## config.mk

```make
export PLATFORM = sky130hd
export DESIGN_NAME = cnn_layer_scheduler
export DESIGN_NICKNAME = d
export VERILOG_FILES = /design/src/rtl/cnn_pkg.sv /design/src/rtl/sched_run_timer.sv /design/src/rtl/cnn_layer_scheduler.sv
export SDC_FILE = /design/constraint.sdc
export NUM_CORES = 1
export LEC_CHECK = 0
export BUFFER_PORTS_ARGS = -buffer_cell sky130_fd_sc_hd__clkbuf_2
export CORE_MARGIN = 2
export CORE_UTILIZATION = 59
export DETAILED_ROUTE_END_ITERATION = 6
export GPL_TIMING_DRIVEN = 1
export PLACE_DENSITY_LB_ADDON = 0.05
export RECOVER_POWER = 50
export SLEW_MARGIN = 10
export SYNTH_ARGS = -nofsm -noshare
export SYNTH_HDL_FRONTEND = slang
export SYNTH_SLANG_ARGS = --single-unit
```

## constraint.sdc

```tcl
create_clock -name clk -period 3.5 [get_ports clk]
set_clock_uncertainty 0.05 [all_clocks]
set_input_delay 0.7 -clock clk [delete_from_list [all_inputs] [get_ports clk]]
set_output_delay 0.7 -clock clk [all_outputs]
set_load 0.01 [all_outputs]
```

## src/rtl/cnn_pkg.sv

```systemverilog
// cnn_pkg: scheduler state encoding and default layer parameters.
package cnn_pkg;
   localparam int MAX_FILTERS_DEF    = 16;
   localparam int WEIGHT_LAT_DEF     = 2;
   localparam int TIMEOUT_CYCLES_DEF = 1048576;
   localparam int CNT_W_DEF          = 21;
   typedef enum logic [2:0] {IDLE, CLEAR, LOAD, RUN, DRAIN, FIN, ERROR} sched_state_e;
endpackage

```

## src/rtl/sched_run_timer.sv

```systemverilog
// sched_run_timer: RUN cycle counter with timeout compare and capture-on-done.
module sched_run_timer
   import cnn_pkg::*;
#(
   parameter int CNT_W          = CNT_W_DEF,
   parameter int TIMEOUT_CYCLES = TIMEOUT_CYCLES_DEF
) (
   input  logic             clk,
   input  logic             reset,
   input  logic             clr_ni,
   input  logic             en_i,
   input  logic             done_i,
   output logic             timeout_o,
   output logic [CNT_W-1:0] cycles_o
);
   logic [CNT_W-1:0] cnt_q, cycles_q;
   always_ff @(posedge clk) begin
      if (!reset) begin
         cnt_q    <= '0;
         cycles_q <= '0;
      end else begin
         cnt_q <= !clr_ni ? '0 : en_i ? cnt_q + CNT_W'(1) : cnt_q;
         if (en_i && done_i) cycles_q <= cnt_q + CNT_W'(1);
      end
   end
   assign timeout_o = cnt_q == CNT_W'(TIMEOUT_CYCLES - 1);
   assign cycles_o  = cycles_q;
endmodule

```

## src/rtl/cnn_layer_scheduler.sv

```systemverilog
// cnn_layer_scheduler: sequences the conv+maxpool accelerator over a bank of filters.
module cnn_layer_scheduler
   import cnn_pkg::*;
#(
   parameter int MAX_FILTERS    = MAX_FILTERS_DEF,
   parameter int FILT_W         = $clog2(MAX_FILTERS),
   parameter int WEIGHT_LAT     = WEIGHT_LAT_DEF,
   parameter int TIMEOUT_CYCLES = TIMEOUT_CYCLES_DEF,
   parameter int CNT_W          = CNT_W_DEF
) (
   input  logic              clk,
   input  logic              reset,
   input  logic              start,
   input  logic              abort,
   input  logic [FILT_W:0]   num_filters,
   output logic [FILT_W-1:0] weight_sel,
   output logic              acc_clear,
   output logic              acc_en,
   input  logic              acc_done,
   output logic              wr_valid,
   output logic [FILT_W-1:0] wr_chan,
   input  logic              wr_ready,
   output logic              busy,
   output logic              done,
   output logic              error,
   output logic [CNT_W-1:0]  run_cycles
);
   localparam int LW = $clog2(WEIGHT_LAT) + 1;
   sched_state_e      state_q, state_d;
   logic [FILT_W-1:0] idx_q, idx_d;
   logic [FILT_W:0]   num_q, num_d;
   logic [LW-1:0]     lat_q, lat_d;
   logic              timeout, start_ok, in_run;
   logic              acc_clear_q, acc_en_q, wr_valid_q, busy_q, done_q, error_q;
   logic [FILT_W-1:0] weight_sel_q, wr_chan_q;
   assign start_ok = num_filters != '0 && num_filters <= (FILT_W+1)'(MAX_FILTERS);
   assign in_run   = state_q == RUN;
   always_comb begin
      state_d = state_q;
      idx_d   = idx_q;
      num_d   = num_q;
      lat_d   = lat_q;
      if (abort) state_d = IDLE;
      else begin
         unique case (state_q)
            IDLE, ERROR: if (start) begin
               num_d   = num_filters;
               idx_d   = '0;
               state_d = start_ok ? CLEAR : FIN;
            end
            CLEAR: begin
               lat_d   = LW'(WEIGHT_LAT - 1);
               state_d = LOAD;
            end
            LOAD: if (lat_q == '0) state_d = RUN; else lat_d = lat_q - LW'(1);
            RUN: state_d = acc_done ? DRAIN : timeout ? ERROR : RUN;
            DRAIN: if (wr_ready) begin
               if ({1'b0, idx_q} == num_q - (FILT_W+1)'(1)) state_d = FIN;
               else begin
                  idx_d   = idx_q + FILT_W'(1);
                  state_d = CLEAR;
               end
            end
            FIN: state_d = IDLE;
            default: state_d = IDLE;
         endcase
      end
   end
   // Outputs are decoded from the next state so each one is a plain register.
   always_ff @(posedge clk) begin
      if (!reset) begin
         state_q      <= IDLE;
         idx_q        <= '0;
         num_q        <= '0;
         lat_q        <= '0;
         acc_clear_q  <= 1'b0;
         acc_en_q     <= 1'b0;
         wr_valid_q   <= 1'b0;
         busy_q       <= 1'b0;
         done_q       <= 1'b0;
         error_q      <= 1'b0;
         weight_sel_q <= '0;
         wr_chan_q    <= '0;
      end else begin
         state_q      <= state_d;
         idx_q        <= idx_d;
         num_q        <= num_d;
         lat_q        <= lat_d;
         acc_clear_q  <= state_d == CLEAR || (abort && (state_q == RUN || state_q == DRAIN));
         acc_en_q     <= state_d == RUN;
         wr_valid_q   <= state_d == DRAIN;
         busy_q       <= state_d inside {CLEAR, LOAD, RUN, DRAIN};
         done_q       <= state_d == FIN;
         error_q      <= state_d == ERROR;
         weight_sel_q <= idx_d;
         wr_chan_q    <= idx_d;
      end
   end
   sched_run_timer #(.CNT_W(CNT_W), .TIMEOUT_CYCLES(TIMEOUT_CYCLES)) u_timer (
      .clk       (clk),
      .reset     (reset),
      .clr_ni    (in_run),
      .en_i      (in_run),
      .done_i    (acc_done && !abort),
      .timeout_o (timeout),
      .cycles_o  (run_cycles)
   );
   assign weight_sel = weight_sel_q;
   assign acc_clear  = acc_clear_q;
   assign acc_en     = acc_en_q;
   assign wr_valid   = wr_valid_q;
   assign wr_chan    = wr_chan_q;
   assign busy       = busy_q;
   assign done       = done_q;
   assign error      = error_q;
endmodule
```

=== Word-level counts from Yosys, hierarchy flattened ===
Cells that the tools add are included.
W data, S select, Z words.

* $add $sub $neg: 4
* Divide/modulo/power cells: 0
* Bitwise logic cells: 1
* Multipliers: 0
* Equality and inequality tests: 17
* Magnitude comparators: 1
* Shift operators: 0
* Mux-type cells: 15
* Reduce and logical (&&, ||, !) cells: 18

{| class="wikitable"
|+ Operator list
! kind !! number
|-
| $mux W3 || 8
|-
| $add A21 B1 Y21 const B || 1
|-
| $eq A21 B20 Y1 const B || 1
|-
| $eq A3 B3 Y1 const B || 5
|-
| $pmux W3 S5 || 1
|-
| $eq A3 B2 Y1 const B || 4
|-
| $mux W4 || 3
|-
| $ne A2 B2 Y1 const B || 4
|-
| $pmux W4 S2 || 1
|-
| $eq A3 B1 Y1 const B || 2
|-
| $reduce_and A3 Y1 || 2
|-
| $eq A4 B5 Y1 || 1
|-
| $le A5 B5 Y1 const B || 1
|-
| $reduce_and A5 Y1 || 1
|-
| $reduce_bool A5 Y1 || 1
|-
| $sub A5 B1 Y5 const B || 1
|-
| $add A4 B1 Y4 const B || 1
|-
| $logic_and A1 B1 Y1 || 4
|-
| $pmux W2 S2 || 1
|-
| $reduce_bool A2 Y1 || 2
|-
| $reduce_bool A4 Y1 || 1
|-
| $logic_not A3 Y1 || 1
|-
| $logic_not A2 Y1 || 1
|-
| $logic_or A1 B1 Y1 || 2
|-
| other kinds (6) || 6
|}

* Logic and storage cells: 68
* Bits in writable memories: 0
* Bits in registers: 62
* Latch bits: 0
* Input bits: 11
* Bits in read-only memories: 0
* Output and inout port bits: 35
* Memories kept: 0

=== Longest topological paths before layout ===
* Depth in word-level cells: 8
* Mapped depth: 7
* Mapped depth without buffers: 7

=== Hierarchy ===
Synthesis repeated with hierarchy kept, for this count alone.

* Cells, all modules: 367
* Area total of the unflattened synthesis: 3200.6 µm²

{| class="wikitable"
|+ Modules (own cells, without submodules)
! module !! cells an instance !! times used !! area an instance (µm²) !! seq. area each (µm²)
|-
| sched_run_timer || 232 || 1 || 1998.2 || 840.8
|-
| cnn_layer_scheduler || 135 || 1 || 1202.4 || 400.4
|}

=== Worst setup path before layout ===
OpenSTA, ideal clock, no wires.

* Path kind: input-to-reg
* Start: input num_filters[2]
* End: register acc_clear_q, in the netlist acc_clear
* Stages on the path: 5
* Slack: 1.485 ns
* Arrival: 1.864 ns
* Path buffers: 0
* Required time: 3.349 ns
* Library setup time: 0.101 ns
* Cells stage by stage: nor4_1 -> mux2_2 -> a21oi_1 -> nand3_1 -> o41ai_1

* Cells in the longest elaborated chain, start to end: 8
* Elaborated cells on any way between the ends: 9
* Those cells by class: 1 x order compare; 1 x eq/ne; 4 x mux; 3 x reduce/logical

{| class="wikitable"
|+ Ends and longest elaborated chain
! what !! line !! source
|-
| start, declared || cnn_layer_scheduler.sv:15 || <nowiki>input logic [FILT_W:0] num_filters,</nowiki>
|-
| $le A5 B5 Y1 / $reduce_bool A5 Y1 (equally long branches) || cnn_layer_scheduler.sv:36 || <nowiki>assign start_ok = num_filters != '0 && num_filters <= (FILT_W+1)'(MAX_FILTERS);</nowiki>
|-
| $logic_and A1 B1 Y1 (*) || cnn_layer_scheduler.sv:36 ||
|-
| $mux W3 (*) || cnn_layer_scheduler.sv:49 || <nowiki>state_d = start_ok ? CLEAR : FIN;</nowiki>
|-
| $mux W3 (*) || cnn_layer_scheduler.sv:46 || <nowiki>IDLE, ERROR: if (start) begin</nowiki>
|-
| $pmux W3 S5 (*) || cnn_layer_scheduler.sv:45 || <nowiki>unique case (state_q)</nowiki>
|-
| $mux W3 (*) || cnn_layer_scheduler.sv:43 || <nowiki>if (abort) state_d = IDLE;</nowiki>
|-
| $eq A3 B1 Y1 (*) || cnn_layer_scheduler.sv:89 || <nowiki>acc_clear_q <= state_d == CLEAR || (abort && (state_q == RUN || state_q == DRAIN));</nowiki>
|-
| $logic_or A1 B1 Y1 (*) || cnn_layer_scheduler.sv:89 ||
|-
| end signal, assigned || cnn_layer_scheduler.sv:89 ||
|-
| end, declared || cnn_layer_scheduler.sv:34 || <nowiki>logic acc_clear_q, acc_en_q, wr_valid_q, busy_q, done_q, error_q;</nowiki>
|}

Every way passes the cells marked *; elsewhere a longest branch is shown, timed or not.
A chain may end at the register's enable or synchronous reset.

=== Worst setup path in the final report ===
* Start: input reset
* End: register u_timer.cycles_q[6], in the netlist u_timer.cycles_o[6]

{| class="wikitable"
|+ RTL lines
! what !! line !! source
|-
| start, declared || cnn_layer_scheduler.sv:12 || <nowiki>input logic reset,</nowiki>
|-
| end signal, assigned || sched_run_timer.sv:23 || <nowiki>if (en_i && done_i) cycles_q <= cnt_q + CNT_W'(1);</nowiki>
|-
| end, declared || sched_run_timer.sv:16 || <nowiki>logic [CNT_W-1:0] cnt_q, cycles_q;</nowiki>
|}

No word-level cell between the ends.

==> reports/metrics.cfg <==
[outcome]
outcome=finished, final reports clean

[worst_setup_path]
crit_required_ns=3.67
path_class=input pin to flop
worst_ep_arrival_time_ns=2.43
cp-end-kind=flop
cp-start-kind=input pin
crit_path_max_fanout=25

[placement]
dpl_cell_area_um2=2927
dpl.cell_count=383
io_buffers=45
routabilityCongestion=0.8505
dp_hpwl_mm=3.912
pre_cts_ws_ns=1.231

[cts]
clockRootBuffer=clkbuf_8
clk_latency_ns=0.33
cts_resized=0
clkSlewWorstSetupHoldPaths_ns=0.06
cts_tree=yes
h-tree-depth=3
numCtsBuffers=9
cts_max_path_buffers=2
cts_setup_buffers=0
cts_hold_buffers=0
cts_sinks=62

[synthesis]
post_synth.cell_area_avg_um2=8.915
synth_nets=319
yosysMostFrequentCell=dfxtp_1
synth_common_cells=dfxtp_1 (62), nor2_1 (53), a211oi_1 (17), xnor2_1 (15), nand2_1 (14)
yosys.area.top_type=dfxtp_1
yosysUniqueCellTypes=44
ys_top_cells_by_area=dfxtp_1 (46%), nor2_1 (7.3%), xnor2_1 (4.8%)
synth-async-reset-ratio_pct=0
yosysSeqAreaShare_pct=45.80
synth-main-ff-cell=dfxtp_1
synth_edf_count=0
netlist_area_um2=2710
synth_top_area_share_pct=45.80
ys_ff_latch=62
yosysWarnings=0
syn_inst=304

[sta]
finalHoldViolCount=0
min_period_ns=2.259
tns_ns=0
max_freq_mhz=442.6
maxSlewViolCount=0
setup_viol=0
tightest_slew_ns=0.7111
rsz0062_at_grt=false
final.setup.worst_slack_ns=1.241
fin_crit_sh_pct=64.55
max_slew_margin_pct=52.30

[cells_and_area]
seq_area_um2=1241
antenna_cells=0
design_area_um2=3050
drive_gt1_share_pct=8.406
final_cells=397
fin_util_pct=69.58
multi_input_area_um2=1345
syn2layout_area_growth_pct=12.56
nFillCells=374
layout.nets=357

[floorplan]
die-area_um2=5152
initial_core_util_pct=61.82
rows=24
die-width_um=71.78
die_y_um=71.78
io_pins=46
core_um2=4384

[grt]
antenna_found_initial=0
grt_max_degree=42
overflow=0
grt_pass1_wl_mm=9.259
grt_usage_pct=23.17
grt_pass1_vias=2037

[worst_hold_path]
hp-class=flop to flop

[detailed_routing]
drc=0
wl_per_cell_um=13.94
first_iter_violations=124
vias_per_cell=5.622
first_pass_iters=4
vias=2232
postRouteAntennaNets=0
wl_mm=5.535

[pwr]
cellLeakagePower_nw=1.092
powerDensity_nw_per_um2=447.1
ir_drop_mv=0.2952

[job]
cap_violations=0

[stage by stage]
step | power [W] | hold slack, ns
2_1_floorplan | 0.0008031 | 0.3819
3_5_place_dp | 0.0008271 | 0.4013
6_report | 0.001364 | 0.4039
5_1_grt | 0.001416 | 0.4441
3_3_place_gp | 0.0008255 | 0.3904
4_1_cts | 0.001374 | 0.4098
[per-layer routing]
layer	track usage [%]	wire length [um]	vias up
met5	0	0	-
met4	7.757	70	0
met3	6.751	224	6
met2	36.52	2640	47
met1	30.63	2601	1040
li1	-	-	1139
[worst paths after layout]
check	start	endpoint	slack [ns]	cells after the start
hold reg to reg	lat_q[1]	lat_q[1]	0.40	2
hold / removal	lat_q[1]	lat_q[1]	0.40	2
setup reg to reg	u_timer.cnt_q[0]	error	1.27	6
setup / recovery	reset	u_timer.cycles_o[6]	1.24	3
[kinds of logic (layout without fill, tap and decap cells)]
family / Yosys count / count (layout) / synth area share [%]
adder cells (fa/ha/maj): 4 / 4 / 1.847
flip-flops: 62 / 62 / 45.80
buffers and inverters: 29 / 70 / 4.709
AND/OR/NAND/NOR: 126 / 126 / 23.32
XOR/XNOR: 26 / 26 / 8.403
AO/OA/AOI/OAI: 46 / 46 / 11.82
multiplexers: 11 / 11 / 4.109
[cell type report]
| type | instances | area share, % |
|---|---|---|
| Inverter | 10 | 1.231 |
| Timing Repair Buffer | 46 | 6.153 |
| Clock inverter | 1 | 0.1641 |
| Clock buffer | 13 | 5.537 |
| Sequential cell | 62 | 40.69 |
| Multi-Input combinational cell | 213 | 44.09 |
| Tap cell | 52 | 2.133 |
[flip-flops by register name, indices dropped and copies added (netlist names)]
signal / cells
u_timer.cnt_q: 21
wr_valid: 1
acc_clear: 1
done: 1
wr_chan: 4
busy: 1
state_q: 3
acc_en: 1
num_q: 5
lat_q: 2
u_timer.cycles_o: 21
error: 1
[layout by cell type (no fill, tap or decap), types with 2 or more instances in the layout]
| cell | n |
|---|---|
| dfxtp_1 | 62 |
| nor2b_1 | 2 |
| clkbuf_1 | 37 |
| nor4_1 | 4 |
| o211ai_1 | 2 |
| nand4_1 | 12 |
| nand2_1 | 14 |
| xnor2_1 | 15 |
| nand3_1 | 12 |
| a31oi_1 | 2 |
| nor3b_1 | 4 |
| nand2b_1 | 3 |
| and3_1 | 5 |
| mux2i_1 | 10 |
| xor2_1 | 11 |
| a211oi_1 | 18 |
| a21oi_1 | 9 |
| clkbuf_8 | 12 |
| inv_1 | 9 |
| or2_2 | 2 |
| and4_1 | 2 |
| nor2_1 | 53 |
| o21ai_0 | 7 |
| clkbuf_2 | 9 |
| ha_1 | 4 |
| nor3_1 | 6 |
[power breakdown]
part / internal [W] / switching (W) / total, W / leakage [nW]
combinational: 0.0000355 / 0.0000513 / 0.0000867 / 0.501
clock: 0.000306 / 0.000247 / 0.000553 / 0.0914
sequential: 0.000714 / 0.00000980 / 0.000724 / 0.501
total: 0.00106 / 0.000308 / 0.00136 / 1.09
[critical path, cell delays in order]
cell,delay [ns]
clkbuf_1,0.51
clkinv_1,0.79
a211oi_1,0.42
(Power assumes the default switching activity.)
